File: config.mk
export PLATFORM = sky130hd
export DESIGN_NAME = return_addr_stack_flat
export DESIGN_NICKNAME = d
export VERILOG_FILES = /design/src/rtl/mips_pkg.sv /design/src/rtl/return_addr_stack_if.sv /design/src/rtl/return_addr_stack_ras_storage.sv /design/src/rtl/return_addr_stack.sv /design/src/flat_wrapper.sv
export SDC_FILE = /design/constraint.sdc
export NUM_CORES = 1
export LEC_CHECK = 0
export CORE_MARGIN = 10
export CORE_UTILIZATION = 60
export DETAILED_ROUTE_END_ITERATION = 8
export GPL_ROUTABILITY_DRIVEN = 1
export MAX_ROUTING_LAYER = met4
export PLACE_DENSITY_LB_ADDON = 0.05
export SKIP_LAST_GASP = 1
export SLEW_MARGIN = 25
export SYNTH_ARGS = -nofsm -noshare
export SYNTH_HDL_FRONTEND = slang
export SYNTH_HIERARCHICAL = 1
export SYNTH_SLANG_ARGS = --single-unit
File: constraint.sdc
create_clock -name clk -period 6.63 [get_ports clk]
set_input_delay 0.663 -clock clk [delete_from_list [all_inputs] [get_ports clk]]
set_output_delay 0.663 -clock clk [all_outputs]
set_load 0.02 [all_outputs]
File: src/rtl/mips_pkg.sv
// Shared MIPS opcode constants and the call/return decode used by the RAS
// (and reusable by the main decoder).
package mips_pkg;
  localparam logic [5:0] OP_RTYPE = 6'b000000;
  localparam logic [5:0] OP_JAL   = 6'b000011;
  localparam logic [5:0] FUNCT_JR = 6'b001000;
  localparam logic [4:0] REG_RA   = 5'd31;

  typedef struct packed {
    logic call;
    logic ret;
  } ras_dec_t;

  // Only jr $ra counts as a return; jr through any other register is ignored.
  function automatic ras_dec_t ras_decode(logic [31:0] instr);
    ras_dec_t d;
    d.call = (instr[31:26] == OP_JAL);
    d.ret  = (instr[31:26] == OP_RTYPE) && (instr[5:0] == FUNCT_JR) &&
             (instr[25:21] == REG_RA);
    return d;
  endfunction
endpackage

File: src/rtl/return_addr_stack_if.sv
// Retire-side bus of the return-address stack: retiring instruction in,
// prediction, event pulses and statistics out.
interface return_addr_stack_if #(
  parameter int PTRW = 3,
  parameter int CNTW = 16
) ();
  logic            en;
  logic [31:0]     instr;
  logic [31:0]     pcplus4;
  logic [31:0]     ra_actual;
  logic            pred_valid;
  logic [31:0]     pred_addr;
  logic [PTRW:0]   depth;
  logic            mispredict;
  logic            underflow;
  logic            overflow;
  logic [CNTW-1:0] hit_cnt;
  logic [CNTW-1:0] miss_cnt;

  modport master (
    output en, instr, pcplus4, ra_actual,
    input  pred_valid, pred_addr, depth, mispredict, underflow, overflow,
           hit_cnt, miss_cnt
  );

  modport slave (
    input  en, instr, pcplus4, ra_actual,
    output pred_valid, pred_addr, depth, mispredict, underflow, overflow,
           hit_cnt, miss_cnt
  );
endinterface

File: src/rtl/return_addr_stack_ras_storage.sv
// DEPTH x 32 return-address array: one synchronous write port, one
// combinational read port. Contents are not reset.
module ras_storage #(
  parameter int DEPTH = 8,
  parameter int PTRW  = 3
) (
  input  logic            clk,
  input  logic            we_i,
  input  logic [PTRW-1:0] waddr_i,
  input  logic [31:0]     wdata_i,
  input  logic [PTRW-1:0] raddr_i,
  output logic [31:0]     rdata_o
);
  logic [DEPTH-1:0][31:0] mem_q;

  always_ff @(posedge clk) begin
    if (we_i) mem_q[waddr_i] <= wdata_i;
  end

  assign rdata_o = mem_q[raddr_i];
endmodule

File: src/rtl/return_addr_stack.sv
// Return-address stack: jal pushes pc+4, jr $ra pops and predicts; tracks
// over/underflow, mispredicts and saturating hit/miss statistics.
module return_addr_stack
  import mips_pkg::*;
#(
  parameter int DEPTH = 8,
  parameter int PTRW  = 3,
  parameter int CNTW  = 16
) (
  input logic              clk,
  input logic              reset,
  return_addr_stack_if.slave bus
);
  localparam logic [PTRW:0] FULL = (PTRW+1)'(DEPTH);

  ras_dec_t        dec;
  logic            push, pop_req, empty, full;
  logic [PTRW-1:0] tos_q, tos_d, top_idx;
  logic [PTRW:0]   depth_q, depth_d;
  logic            mp_q, mp_d, uf_q, uf_d, of_q, of_d;
  logic [CNTW-1:0] hit_q, hit_d, miss_q, miss_d;
  logic [31:0]     top_data;
  logic            pred_valid;
  logic [31:0]     pred_addr;

  function automatic logic [CNTW-1:0] sat_inc(logic [CNTW-1:0] v);
    return (&v) ? v : v + CNTW'(1);
  endfunction

  assign dec     = ras_decode(bus.instr);
  assign push    = bus.en && dec.call;
  assign pop_req = bus.en && dec.ret;
  assign empty   = (depth_q == '0);
  assign full    = (depth_q == FULL);
  assign top_idx = tos_q - PTRW'(1);

  ras_storage #(.DEPTH(DEPTH), .PTRW(PTRW)) u_storage (
    .clk     (clk),
    .we_i    (push),
    .waddr_i (tos_q),
    .wdata_i (bus.pcplus4),
    .raddr_i (top_idx),
    .rdata_o (top_data)
  );

  // Prediction is visible for any jr $ra on instr, retiring or not.
  assign pred_valid = dec.ret && !empty;
  assign pred_addr  = pred_valid ? top_data : '0;

  always_comb begin
    tos_d   = tos_q;
    depth_d = depth_q;
    mp_d    = 1'b0;
    uf_d    = 1'b0;
    of_d    = 1'b0;
    hit_d   = hit_q;
    miss_d  = miss_q;
    if (push) begin
      // When full, the write lands on the oldest slot, so tos still advances.
      tos_d = tos_q + PTRW'(1);
      if (full) of_d = 1'b1;
      else      depth_d = depth_q + (PTRW+1)'(1);
    end else if (pop_req) begin
      if (!empty) begin
        tos_d   = top_idx;
        depth_d = depth_q - (PTRW+1)'(1);
        if (pred_addr == bus.ra_actual) begin
          hit_d = sat_inc(hit_q);
        end else begin
          mp_d   = 1'b1;
          miss_d = sat_inc(miss_q);
        end
      end else begin
        uf_d   = 1'b1;
        miss_d = sat_inc(miss_q);
      end
    end
  end

  always_ff @(posedge clk or posedge reset) begin
    if (reset) begin
      tos_q   <= '0;
      depth_q <= '0;
      mp_q    <= 1'b0;
      uf_q    <= 1'b0;
      of_q    <= 1'b0;
      hit_q   <= '0;
      miss_q  <= '0;
    end else begin
      tos_q   <= tos_d;
      depth_q <= depth_d;
      mp_q    <= mp_d;
      uf_q    <= uf_d;
      of_q    <= of_d;
      hit_q   <= hit_d;
      miss_q  <= miss_d;
    end
  end

  assign bus.pred_valid = pred_valid;
  assign bus.pred_addr  = pred_addr;
  assign bus.depth      = depth_q;
  assign bus.mispredict = mp_q;
  assign bus.underflow  = uf_q;
  assign bus.overflow   = of_q;
  assign bus.hit_cnt    = hit_q;
  assign bus.miss_cnt   = miss_q;
endmodule

File: src/flat_wrapper.sv
// flat-port wrapper written by rule: the top's interface ports become plain ports
module return_addr_stack_flat import mips_pkg::*;
#(
  parameter int DEPTH = 8,
  parameter int PTRW  = 3,
  parameter int CNTW  = 16
)
  (clk, reset, bus_en, bus_instr, bus_pcplus4, bus_ra_actual, bus_pred_valid, bus_pred_addr, bus_depth, bus_mispredict, bus_underflow, bus_overflow, bus_hit_cnt, bus_miss_cnt);
  return_addr_stack_if #(.PTRW(PTRW), .CNTW(CNTW)) bus_i ();
  input logic clk;
  input logic reset;
  input wire logic [$bits(bus_i.en)-1:0] bus_en;
  input wire logic [$bits(bus_i.instr)-1:0] bus_instr;
  input wire logic [$bits(bus_i.pcplus4)-1:0] bus_pcplus4;
  input wire logic [$bits(bus_i.ra_actual)-1:0] bus_ra_actual;
  output wire logic [$bits(bus_i.pred_valid)-1:0] bus_pred_valid;
  output wire logic [$bits(bus_i.pred_addr)-1:0] bus_pred_addr;
  output wire logic [$bits(bus_i.depth)-1:0] bus_depth;
  output wire logic [$bits(bus_i.mispredict)-1:0] bus_mispredict;
  output wire logic [$bits(bus_i.underflow)-1:0] bus_underflow;
  output wire logic [$bits(bus_i.overflow)-1:0] bus_overflow;
  output wire logic [$bits(bus_i.hit_cnt)-1:0] bus_hit_cnt;
  output wire logic [$bits(bus_i.miss_cnt)-1:0] bus_miss_cnt;
  assign bus_i.en = bus_en;
  assign bus_i.instr = bus_instr;
  assign bus_i.pcplus4 = bus_pcplus4;
  assign bus_i.ra_actual = bus_ra_actual;
  assign bus_pred_valid = bus_i.pred_valid;
  assign bus_pred_addr = bus_i.pred_addr;
  assign bus_depth = bus_i.depth;
  assign bus_mispredict = bus_i.mispredict;
  assign bus_underflow = bus_i.underflow;
  assign bus_overflow = bus_i.overflow;
  assign bus_hit_cnt = bus_i.hit_cnt;
  assign bus_miss_cnt = bus_i.miss_cnt;
  return_addr_stack #(.DEPTH(DEPTH), .PTRW(PTRW), .CNTW(CNTW)) u_core (.clk(clk), .reset(reset), .bus(bus_i));
endmodule
Yosys cells after proc, flatten, opt, wreduce, memory -nomap -nowiden
Index checks and enable logic that the tools add are counted.
{"block": "op_classes", "order_cmp": 3, "n_reduce_logical": 16, "bitwise_logic": 3, "eq_ne": 8, "n_addsub": 6, "muxes": 25}
{"cell": "256-bit bitwise mux", "n": 1}
{"cell": "32-bit binary-select mux with 3-bit select", "n": 1}
{"cell": "32-bit demux with 3-bit select", "n": 1}
{"cell": "32-bit 2-to-1 mux", "n": 3}
{"cell": "16-bit 2-to-1 mux", "n": 3}
{"cell": "16-bit by 1-bit adder with 16-bit output (second input constant)", "n": 2}
{"cell": "32-bit == test", "n": 1}
{"cell": "16-bit AND reduction", "n": 2}
{"cell": "4-bit 2-to-1 mux", "n": 4}
{"cell": "1-bit 2-to-1 mux", "n": 9}
{"cell": "3-bit 2-to-1 mux", "n": 3}
{"cell": "3-bit by 4-bit less-than comparator with 1-bit output (second input constant)", "n": 2}
{"cell": "6-bit by 2-bit == test with 1-bit output (second input constant)", "n": 1}
{"cell": "6-bit by 4-bit == test with 1-bit output (second input constant)", "n": 1}
{"cell": "1-bit logical AND", "n": 6}
{"cell": "6-bit zero test", "n": 1}
{"cell": "3-bit AND reduction", "n": 2}
{"cell": "5-bit == test (second input constant)", "n": 1}
{"cell": "5-bit AND reduction", "n": 1}
{"cell": "4-bit by 1-bit adder with 4-bit output (second input constant)", "n": 1}
{"cell": "4-bit == test (second input constant)", "n": 1}
{"cell": "4-bit zero test", "n": 1}
{"cell": "2-bit by 1-bit != test with 1-bit output (second input constant)", "n": 2}
{"cell": "4-bit by 1-bit subtractor with 4-bit output (second input constant)", "n": 1}
{"cell": "8 further kinds", "n": 10}
{"block": "word_totals", "wordCells": 76, "reg_bits": 298, "output_inout_bits": 72, "input_bits": 99}

Longest topological paths before layout
Gate-level depths: netlist of the first run.
{"block": "logic_depth", "depth_word": 10, "ltp_mapped": 16, "ltp_nobuf": 13}

By module
Netlist of the first run, hierarchy kept.
{"module": "ras_storage", "cells_per_inst": 383, "seq_area_each_um2": 7687.4, "n_inst": 1, "area_per_inst_um2": 9820.7}
{"module": "return_addr_stack", "cells_per_inst": 372, "seq_area_each_um2": 1051.0, "n_inst": 1, "area_per_inst_um2": 3279.4}

Worst setup path before layout of the first run
OpenSTA, ideal clock, no wires.
{"block": "synth_path", "kind": "input to register", "start": "input port bus_instr[29]", "end": "register u_core/u_storage/mem_q[0] (netlist bit) (enable)", "path_slack_ns": 2.304, "t_required_ns": 6.169, "arrival_ns": 3.865, "cell_stages": 5, "setup_ns": 0.461, "n_path_buf": 0, "path_cell_list": "nor4_1 nand4_1 inv_1 nand2b_1 nor3_1"}
{"block": "synth_between", "elab_chain_len": 2}
{"item": "start, declared", "line": "flat_wrapper.sv:13", "rtl": "input wire logic [$bits(bus_i.instr)-1:0] bus_instr;"}
{"item": "6-bit by 2-bit == test with 1-bit output", "line": "mips_pkg.sv:17", "rtl": "d.call = (instr[31:26] == OP_JAL);"}
{"item": "1-bit logical AND", "line": "return_addr_stack.sv:31", "rtl": "assign push = bus.en && dec.call;"}
{"item": "via u_core.push", "line": "return_addr_stack.sv:17", "rtl": "logic push, pop_req, empty, full;"}
{"item": "end signal, assigned by index", "line": "return_addr_stack_ras_storage.sv:17", "rtl": "if (we_i) mem_q[waddr_i] <= wdata_i;"}
{"item": "end, declared", "line": "return_addr_stack_ras_storage.sv:14", "rtl": "logic [DEPTH-1:0][31:0] mem_q;"}
The timed path passes the listed nets, and every way through them passes these cells.
A chain may end at the register's enable or synchronous reset.

Worst setup path after layout of the first run
{"block": "layout_path", "start": "register u_core.tos_q[0]", "end": "register u_core.miss_q[1] (netlist: u_core/bus.miss_cnt[1])"}
{"block": "layout_between", "elab_chain_len": 7}
{"item": "start, declared", "line": "return_addr_stack.sv:18", "rtl": "logic [PTRW-1:0] tos_q, tos_d, top_idx;"}
{"item": "start signal, assigned", "line": "return_addr_stack.sv:90", "rtl": "tos_q <= tos_d;"}
{"item": "3-bit by 1-bit subtractor with 3-bit output", "line": "return_addr_stack.sv:35", "rtl": "assign top_idx = tos_q - PTRW'(1);"}
{"item": "via u_core.top_idx[0]", "line": "return_addr_stack.sv:18"}
{"item": "32-bit binary-select mux with 3-bit select", "line": "return_addr_stack_ras_storage.sv:20", "rtl": "assign rdata_o = mem_q[raddr_i];"}
{"item": "32-bit 2-to-1 mux (implied by the code)", "line": "return_addr_stack_ras_storage.sv:20"}
{"item": "via u_core.top_data[6]", "line": "return_addr_stack.sv:22", "rtl": "logic [31:0] top_data;"}
{"item": "32-bit 2-to-1 mux", "line": "return_addr_stack.sv:48", "rtl": "assign pred_addr = pred_valid ? top_data : '0;"}
{"item": "32-bit == test", "line": "return_addr_stack.sv:67", "rtl": "if (pred_addr == bus.ra_actual) begin"}
{"item": "2-bit by 1-bit != test with 1-bit output (no line)"}
{"item": "3-bit AND reduction (no line)"}
{"item": "end signal, assigned", "line": "return_addr_stack.sv:96", "rtl": "miss_q <= miss_d;"}
{"item": "end, declared", "line": "return_addr_stack.sv:21", "rtl": "logic [CNTW-1:0] hit_q, hit_d, miss_q, miss_d;"}
The timed path passes the listed nets, and every way through them passes these cells. The select of a mux whose other input is x is not followed.

==> results of run 1 <==
[cells in the mapped netlist (3+ instances only)]
cell type    n  area share
mux4_2      24       0.041
nand3_1     16      0.0061
buf_2        3      0.0011
nor4_2       4      0.0038
nor3_1      28       0.011
nor4bb_1    12      0.0092
o32ai_1      4      0.0027
a31oi_1     13      0.0062
mux4_1      40       0.080
nor2b_1      3      0.0014
or2_2        9      0.0043
ha_1         6      0.0057
nand3b_1     4      0.0023
buf_6        9      0.0077
o2111ai_1    3      0.0020
nand4_1      6      0.0029
o21ai_0     11      0.0042
o22ai_1      4      0.0019
o211a_1      4      0.0031
buf_1        9      0.0026
xnor2_1     31       0.021
nor2_1      28      0.0080
and3_1      42       0.020
edfxtp_1   256        0.59
a22oi_1      4      0.0023
nand2b_1     3      0.0014
o211ai_1     6      0.0034
xor2_1      21       0.014
dfrtp_1     42       0.080
inv_1        9      0.0026
nand2_1     24      0.0069
mux2_2      35       0.030
clkbuf_1    13      0.0037
a311oi_1     8      0.0053
[power groups by stage]
stage | sequential [W] | clock (W) | combinational (W)
2_1_floorplan | 0.00211 | 0 | 0.000668
3_3_place_gp | 0.00210 | 0 | 0.000895
3_5_place_dp | 0.00211 | 0 | 0.000929
4_1_cts | 0.00207 | 0.00158 | 0.000937
5_1_grt | 0.00207 | 0.00166 | 0.00100
6_report | 0.00207 | 0.00155 | 0.000939
[through the flow]
| step | total power, W | worst slack (ns) |
|---|---|---|
| global placement | 0.00300 | 1.33 |
| finish | 0.00456 | 1.12 |
| CTS | 0.00458 | 1.14 |
| floorplan | 0.00278 | 2.30 |
| detailed placement | 0.00304 | 1.18 |
| global route | 0.00473 | 0.869 |
[kinds of logic (layout without fill, tap and decap cells)]
kind of cell | after synthesis | count (layout) | share of synthesized area
flops | 298 | 298 | 0.667
compound gates | 62 | 62 | 0.0337
simple gates | 192 | 192 | 0.0872
fa+ha+maj | 7 | 7 | 0.00726
mux | 99 | 99 | 0.152
buf+inv | 45 | 234 | 0.0184
other cells | 0 | 3 | 0
xor+xnor | 52 | 52 | 0.0348
[per-layer routing]
| metal | global-route usage | up-vias | wire length (um) | part of all wire |
|---|---|---|---|---|
| met1 | 0.281 | 3950 | 12300 | 0.40 |
| met2 | 0.363 | 272 | 15900 | 0.52 |
| met5 | - | - | 0 | 0 |
| met4 | 0.0590 | 0 | 690 | 0.022 |
| li1 | - | 3420 | - | - |
| met3 | 0.0351 | 53 | 1870 | 0.061 |
[layout make-up]
class                   count  area, um2
diodes                      3       7.51
clock buffers              29        726
clock inverters            24        185
fillers                  1343       5710
inverters                  10       38.8
multi-input cells         412       4180
flip-flops and latches    298       8740
well taps                 280        350
repair buffers            171       1680
[worst max-delay path: stages (launching register included)]
cell	delay [ns]
dfrtp_1	0.51
clkinv_2	0.11
buf_4	0.56
buf_4	0.56
mux4_1	0.61
mux2_2	0.34
or2_2	0.31
a311oi_1	0.29
o22ai_1	0.19
or4_1	0.55
or3_4	0.57
o21ai_0	0.37
mux2_2	0.38
[final timing paths]
path / from / end / depth (start not counted)
setup / recovery: u_core/tos_q[0]$_DFFE_PP0P_ / u_core/bus.miss_cnt[1]$_DFFE_PP0P_ / 12
hold / removal: u_core/bus.hit_cnt[8]$_DFFE_PP0P_ / u_core/bus.hit_cnt[8]$_DFFE_PP0P_ / 1
setup reg to reg: u_core/tos_q[0]$_DFFE_PP0P_ / u_core/bus.miss_cnt[1]$_DFFE_PP0P_ / 12
hold reg to reg: u_core/bus.hit_cnt[8]$_DFFE_PP0P_ / u_core/bus.hit_cnt[8]$_DFFE_PP0P_ / 1
max in group asynchronous: reset / u_core/bus.miss_cnt[14]$_DFFE_PP0P_ / 3
min in group asynchronous: reset / u_core/bus.underflow$_DFF_PP0_ / 3
[state kept, by name, indices dropped and copies added, names as in the netlist]
register and flops:
u_core/u_storage/mem_q 256, u_core/bus.hit_cnt 16, u_core/bus.miss_cnt 16, u_core/bus.depth 4
u_core/tos_q 3, u_core/bus.mispredict 1, u_core/bus.overflow 1, u_core/bus.underflow 1
==> results.toml, run 1 <==
[clock_network]
cts_root_buffer = "clkbuf_16"
post_cts_buffers = 0
cts_hold_buf = 0
clk_latency_ns = 0.55
path_clk_slew_ns = 0.06
cts_buffer_depth = 3
cts_resized = 0
cts_tree = "done"
htree_num_levels = 1
cts_sinks = 298
cts_buffers = 29

[sta]
worst_clock_skew_ns = 0.0151
slew_violations = 0
fin_crit_ns = 5.51
fmax_mhz = 182
rsz0062_at_grt = "no"
fin_crit_sh = 0.831
finalHoldViolCount = 0
hold-worst-slack_ns = 0.489
slew_headroom = 0.351
finalSetupTns_ns = 0
setup_viol = 0
max_slew.worst_pin.slew_ns = 0.967

[route]
avgViaCountPerCell = 6.27
vias = 7695
drt-total-wl_um = 30700
drc_errors = 0
drt_first_pass_iters = 5
ant_nets = 0
first_iter_violations = 641
wl_per_cell_um = 25.0

[finish]
nNetsFinal = 1028
final_common_cell = "edfxtp_1"
finalNonFillerCells = 1227
utilization = 0.736
area_delta_synth_final_pct = 21.5
final_layout_size_suffix_gt1_frac = 0.163
mostFrequentLayoutCells = "256 x edfxtp_1, 155 x clkdlybuf4s50_1, 42 x and3_1, 42 x dfrtp_1, 40 x mux4_1"
fin_area_mm2 = 0.0159

[run_status]
outcome = "complete, no violations"

[worst_hold_path]
hold_path.class = "register to register"

[grt]
first_global_vias = 8011
antenna_found_initial = 3
overflow = 0
grt_max_degree = 49
grt_pass1_wl_um = 47400
groute.usage.overall = 0.220

[synth]
yosys_register_bits = 298
synth_flop_cell = "edfxtp_1"
synth-edff-count = 256
syn_area_per_cell_um2 = 17.4
synth.distinct_cells = 50
seq_area_frac_synth = 0.667
syn-num-nets = 861
synth_async_sr_flop_share = 0.141
netlist_area_mm2 = 0.0131
syn-instance-count = 755
ys.warnings.count = 6

[flow_run]
cap_violations = 0

[placed_design]
dp.cells = 1171
place_congestion = 0.859
dpl.hpwl_um = 19600
io_buffers = 155
placed_area_mm2 = 0.0150

[power]
power_frac_comb = 0.206
p_sw_w = 0.00116
clkPwrFrac = 0.340
leakage_nw = 5.67
p_int_w = 0.00339
ir_drop_mv = 0.264
p_seq_frac = 0.454
swShare = 0.256
powerDensity_mw_per_mm2 = 286

[setup_path]
critical_path_class = "register to register"
required_ns = 7.06
arrival_ns = 5.94
cp-start-kind = "register"
cp-end-kind = "register"
cp_max_fo = 38
rrSetupSlack_ns = 1.12

[floorplanning]
row_count = 54
die_area_mm2 = 0.0281
die_h_um = 168
start_util = 0.606
ios = 171
coreArea_mm2 = 0.0216
die_x_um = 168
No activity file was read; power rests on OpenSTA's default activity.
==> run 2: changes to the inputs <==
--- a/config.mk
+++ b/config.mk
@@ -6,7 +6,7 @@
 export NUM_CORES = 1
 export LEC_CHECK = 0
 export CORE_MARGIN = 10
-export CORE_UTILIZATION = 60
+export CORE_UTILIZATION = 55
 export DETAILED_ROUTE_END_ITERATION = 8
 export GPL_ROUTABILITY_DRIVEN = 1
 export MAX_ROUTING_LAYER = met4
==> constraint.sdc (replaced) <==
create_clock -name clk -period 5.3 [get_ports clk]
set_input_delay 0.53 -clock clk [delete_from_list [all_inputs] [get_ports clk]]
set_output_delay 0.53 -clock clk [all_outputs]
set_load 0.02 [all_outputs]
==> results.toml, run 2 (same netlist as run 1, synthesis figures left out) <==
[placed_design]
dpl.hpwl_um = 19500
io_buffers = 155
dp_slack_ns = 0.532
dp.cells = 1218
placed_area_mm2 = 0.0151
place_congestion = 0.823

[clock_network]
cts_buffer_depth = 3
post_cts_buffers = 0
cts_resized = 0
clk_latency_ns = 0.56
cts_hold_buf = 0
path_clk_slew_ns = 0.06
htree_num_levels = 1
cts_sinks = 298
cts_root_buffer = "clkbuf_16"
cts_tree = "done"
cts_buffers = 31

[finish]
nNetsFinal = 1038
top_register = "u_core/u_storage/mem_q"
mostFrequentLayoutCells = "256 x edfxtp_1, 155 x clkdlybuf4s50_1, 42 x and3_1, 42 x dfrtp_1, 40 x mux4_1"
largest_reg_flops = 256
fin_area_mm2 = 0.0161
fillers = 1573
area_delta_synth_final_pct = 23.2
finalNonFillerCells = 1278
final_layout_size_suffix_gt1_frac = 0.165
final_common_cell = "edfxtp_1"

[route]
wl_per_cell_um = 24.2
drc_errors = 0
avgViaCountPerCell = 5.96
drt_first_pass_iters = 5
first_iter_violations = 581
vias = 7618
drt-total-wl_um = 30900
ant_nets = 0

[floorplanning]
row_count = 56
die_area_mm2 = 0.0304
ios = 171
coreArea_mm2 = 0.0235
start_util = 0.558
die_x_um = 174
die_h_um = 174

[sta]
worst_clock_skew_ns = 0.0108
slew_violations = 0
max_slew.worst_pin.slew_ns = 0.696
rsz0062_at_grt = "no"
fin_crit_ns = 4.80
finalSetupTns_ns = 0
slew_headroom = 0.534
setup_viol = 0
fin_crit_sh = 0.905
worst_slack_ns = 0.501
finalHoldViolCount = 0
fmax_mhz = 208

[setup_path]
cp-end-kind = "register"
critical_path_class = "register to register"
cp-start-kind = "register"
cp_max_fo = 37
arrival_ns = 5.25
required_ns = 5.75

[grt]
groute.usage.overall = 0.205
antenna_found_initial = 2
grt_pass1_wl_um = 47300
overflow = 0
grt_max_degree = 65
first_global_vias = 7933

[worst_hold_path]
hold_path.class = "primary input to async pin"

[flow_run]
cap_violations = 0

[run_status]
outcome = "complete, no violations"

[power]
powerDensity_mw_per_mm2 = 367
ir_drop_mv = 0.286
leakage_nw = 5.77
==> run 2: changes by cell type in the layout (fill, tap and decap cells not counted), sizes merged <==
| cell | previous run | this run |
|---|---|---|
| diode | 3 | 2 |
| inv | 10 | 11 |
| clkinv | 19 | 16 |
| buf | 16 | 24 |
| clkbuf | 29 | 37 |
| bufinv | 2 | 4 |
| clkinvlp | 3 | 0 |
==> run 2: final cells by class <==
| type | instances | area (um2) | area share |
|---|---|---|---|
| multi-input combinational | 412 | 4170 | 0.258 |
| clock buffer | 37 | 798 | 0.0495 |
| clock inverter | 21 | 213 | 0.0132 |
| sequential | 298 | 8740 | 0.541 |
| inverter | 10 | 38.8 | 0.00240 |
| timing repair buffer | 179 | 1780 | 0.110 |
| tap | 319 | 399 | 0.0247 |
| antenna | 2 | 5.00 | 0.000310 |
==> run 2: per-stage QoR <==
| step | util | hold WS (ns) | total power [W] |
|---|---|---|---|
| 2_1_floorplan | - | 0.536 | 0.00347 |
| 3_3_place_gp | 0.644 | 0.474 | 0.00381 |
| 3_5_place_dp | 0.644 | 0.485 | 0.00384 |
| 4_1_cts | 0.687 | 0.415 | 0.00597 |
| 5_1_grt | 0.688 | 0.468 | 0.00614 |
| 6_report | 0.688 | 0.410 | 0.00592 |
==> run 2: final timing paths <==
check / start / endpoint / slack [ns] / cells after the start
hold / removal: reset / u_core/bus.hit_cnt[5]$_DFFE_PP0P_ / 0.41 / 3
setup reg to reg: u_core/tos_q[0]$_DFFE_PP0P_ / u_core/bus.miss_cnt[1]$_DFFE_PP0P_ / 0.50 / 15
max in group asynchronous: reset / u_core/bus.miss_cnt[0]$_DFFE_PP0P_ / 4.53 / 3
setup / recovery: u_core/tos_q[0]$_DFFE_PP0P_ / u_core/bus.miss_cnt[1]$_DFFE_PP0P_ / 0.50 / 15
hold reg to reg: u_core/bus.hit_cnt[15]$_DFFE_PP0P_ / u_core/bus.hit_cnt[15]$_DFFE_PP0P_ / 0.49 / 1
min in group clk: u_core/bus.hit_cnt[15]$_DFFE_PP0P_ / u_core/bus.hit_cnt[15]$_DFFE_PP0P_ / 0.49 / 1
==> run 2: critical path, cell delays in order (launching register included) <==
cell and delay [ns]:
dfrtp_1 0.53, clkinv_2 0.15, ha_1 0.29, xor2_4 0.19
buf_12 0.25, buf_4 0.25, mux4_2 0.31, mux2_2 0.33
xnor2_1 0.16, nand3_1 0.08, o21ai_0 0.08, a22oi_1 0.16
or4_1 0.65, or3_4 0.53, o21ai_0 0.32, mux2_2 0.38
==> run 2: power breakdown <==
group	internal (W)	switching (W)
registers	0.00256	0.0000259
logic	0.000617	0.000582
clock network	0.00127	0.000865
total	0.00445	0.00147
==> run 2: routing by layer <==
| metal | global-route usage | routed length (um) | part of all wire |
|---|---|---|---|
| met1 | 0.262 | 13100 | 0.43 |
| met2 | 0.337 | 15400 | 0.50 |
| met3 | 0.0412 | 1960 | 0.063 |
| met4 | 0.0428 | 396 | 0.013 |
| met5 | - | 0 | 0 |
==> run 3: changes to the inputs <==
--- a/config.mk
+++ b/config.mk
@@ -11,6 +11,7 @@
 export GPL_ROUTABILITY_DRIVEN = 1
 export MAX_ROUTING_LAYER = met4
 export PLACE_DENSITY_LB_ADDON = 0.05
+export RECOVER_POWER = 50
 export SKIP_LAST_GASP = 1
 export SLEW_MARGIN = 25
 export SYNTH_ARGS = -nofsm -noshare
==> results.toml, run 3 (same netlist as run 1, synthesis figures left out) <==
[sta]
slew_headroom = -0.511
max_slew.worst_pin.slew_ns = 2.27
slew_violations = 43
finalHoldViolCount = 0
finalSetupTns_ns = 0
setup_viol = 0
worst_clock_skew_ns = 0.00852
fin_crit_sh = 0.904
rsz0062_at_grt = "no"
fmax_mhz = 209
fin_crit_ns = 4.79

[clock_network]
cts_hold_buf = 0
htree_num_levels = 1
cts_resized = 0
cts_tree = "done"
cts_buffers = 31
clk_latency_ns = 0.56
post_cts_buffers = 0
path_clk_slew_ns = 0.06
cts_buffer_depth = 3
cts_sinks = 298
cts_root_buffer = "clkbuf_16"

[placed_design]
dp.cells = 1218
io_buffers = 155
place_congestion = 0.823
dpl.hpwl_um = 19500

[floorplanning]
start_util = 0.558
ios = 171
die_x_um = 174
die_area_mm2 = 0.0304
coreArea_mm2 = 0.0235
die_h_um = 174
row_count = 56

[setup_path]
required_ns = 5.75
cp_slowest_stage_delay_ns = 0.65
ff2ff_path_depth = 15
crit-reg2reg-launch = "u_core/tos_q[0]$_DFFE_PP0P_"
rrSetupSlack_ns = 0.51
cp_max_fo = 37
critPathBufInv = 3
arrival_ns = 5.24
reg2reg_to = "u_core/bus.miss_cnt[1]$_DFFE_PP0P_"
critical_path_class = "register to register"
cp_slowest_cell = "or4_1"
path_delay_family = "simple AND/OR/NAND/NOR gates"
cp-start-kind = "register"
crit_chain = "clkinv_2 -> ha_1 -> xor2_4 -> buf_12 -> buf_4 -> mux4_2 -> mux2_2 -> xnor2_1 -> nand3_1 -> o21ai_0 -> a22oi_1 -> or4_1 -> or3_4 -> o21ai_0 -> mux2_2"
cp-end-kind = "register"

[finish]
finalNonFillerCells = 1280
area_delta_synth_final_pct = 23.2
fillers = 1575
nNetsFinal = 1038
final_common_cell = "edfxtp_1"
top_register = "u_core/u_storage/mem_q"
final_layout_size_suffix_gt1_frac = 0.164
multi_input_area_mm2 = 0.00417
largest_reg_flops = 256
mostFrequentLayoutCells = "256 x edfxtp_1, 87 x clkdlybuf4s50_1, 68 x dlygate4sd3_1"
regArea_mm2 = 0.00874

[grt]
groute.usage.overall = 0.205
grt_pass1_wl_um = 47300
overflow = 0
first_global_vias = 7933
grt_max_degree = 65
antenna_found_initial = 4

[route]
drt-total-wl_um = 30900
avgViaCountPerCell = 5.96
first_iter_violations = 619
ant_nets = 0
vias = 7630
drt_first_pass_iters = 5
wl_per_cell_um = 24.1
drc_errors = 0

[worst_hold_path]
hold_start = "u_core/bus.hit_cnt[15]$_DFFE_PP0P_"
hold_path.class = "register to register"
hold_path_depth = 1
holdPathEnd = "u_core/bus.hit_cnt[15]$_DFFE_PP0P_"

[power]
ir_drop_mv = 0.286
leakage_nw = 5.89
powerDensity_mw_per_mm2 = 366

[run_status]
violations = "capacitance limit, slew limit"
outcome = "finished, violations left"

[flow_run]
cap_violations = 1
run 3: worst max path at each step:
stage	start	end	cells after the start
floorplan	u_core/tos_q[0]$_DFFE_PP0P_	u_core/bus.hit_cnt[1]$_DFFE_PP0P_	15
global placement	u_core/tos_q[0]$_DFFE_PP0P_	u_core/bus.miss_cnt[1]$_DFFE_PP0P_	15
detailed placement	u_core/tos_q[0]$_DFFE_PP0P_	u_core/bus.miss_cnt[1]$_DFFE_PP0P_	15
CTS	u_core/tos_q[0]$_DFFE_PP0P_	u_core/bus.miss_cnt[1]$_DFFE_PP0P_	15
global route	u_core/tos_q[0]$_DFFE_PP0P_	u_core/bus.miss_cnt[1]$_DFFE_PP0P_	15
finish	u_core/tos_q[0]$_DFFE_PP0P_	u_core/bus.miss_cnt[1]$_DFFE_PP0P_	15
run 3: power breakdown:
group / total (W) / internal [W] / switching (W)
logic: 0.00119 / 0.000611 / 0.000580
registers: 0.00259 / 0.00256 / 0.0000256
clock network: 0.00214 / 0.00127 / 0.000868
total: 0.00591 / 0.00444 / 0.00147
run 3: final cells by class:
type | count | area share
tap | 319 | 0.0247
timing repair buffer | 179 | 0.110
multi-input combinational | 412 | 0.258
antenna | 4 | 0.000620
clock inverter | 21 | 0.0132
clock buffer | 37 | 0.0495
inverter | 10 | 0.00240
sequential | 298 | 0.541
run 3: layer usage:
metal,vias to the layer above,global-route usage,part of all wire
li1,3440,-,-
met1,3865,0.262,0.42
met2,293,0.337,0.50
met3,32,0.0412,0.067
met4,0,0.0428,0.013
met5,-,-,0
run 3: per-stage QoR:
| stage | setup slack (ns) | cell area, um2 | power (W) | hold WS [ns] | util |
|---|---|---|---|---|---|
| 2_1_floorplan | 1.00 | 13100 | 0.00347 | 0.536 | - |
| 3_3_place_gp | 0.590 | 15100 | 0.00381 | 0.474 | 0.644 |
| 3_5_place_dp | 0.532 | 15100 | 0.00384 | 0.485 | 0.644 |
| 4_1_cts | 0.498 | 16100 | 0.00597 | 0.415 | 0.687 |
| 5_1_grt | 0.202 | 16100 | 0.00614 | 0.507 | 0.688 |
| 6_report | 0.508 | 16100 | 0.00591 | 0.489 | 0.688 |
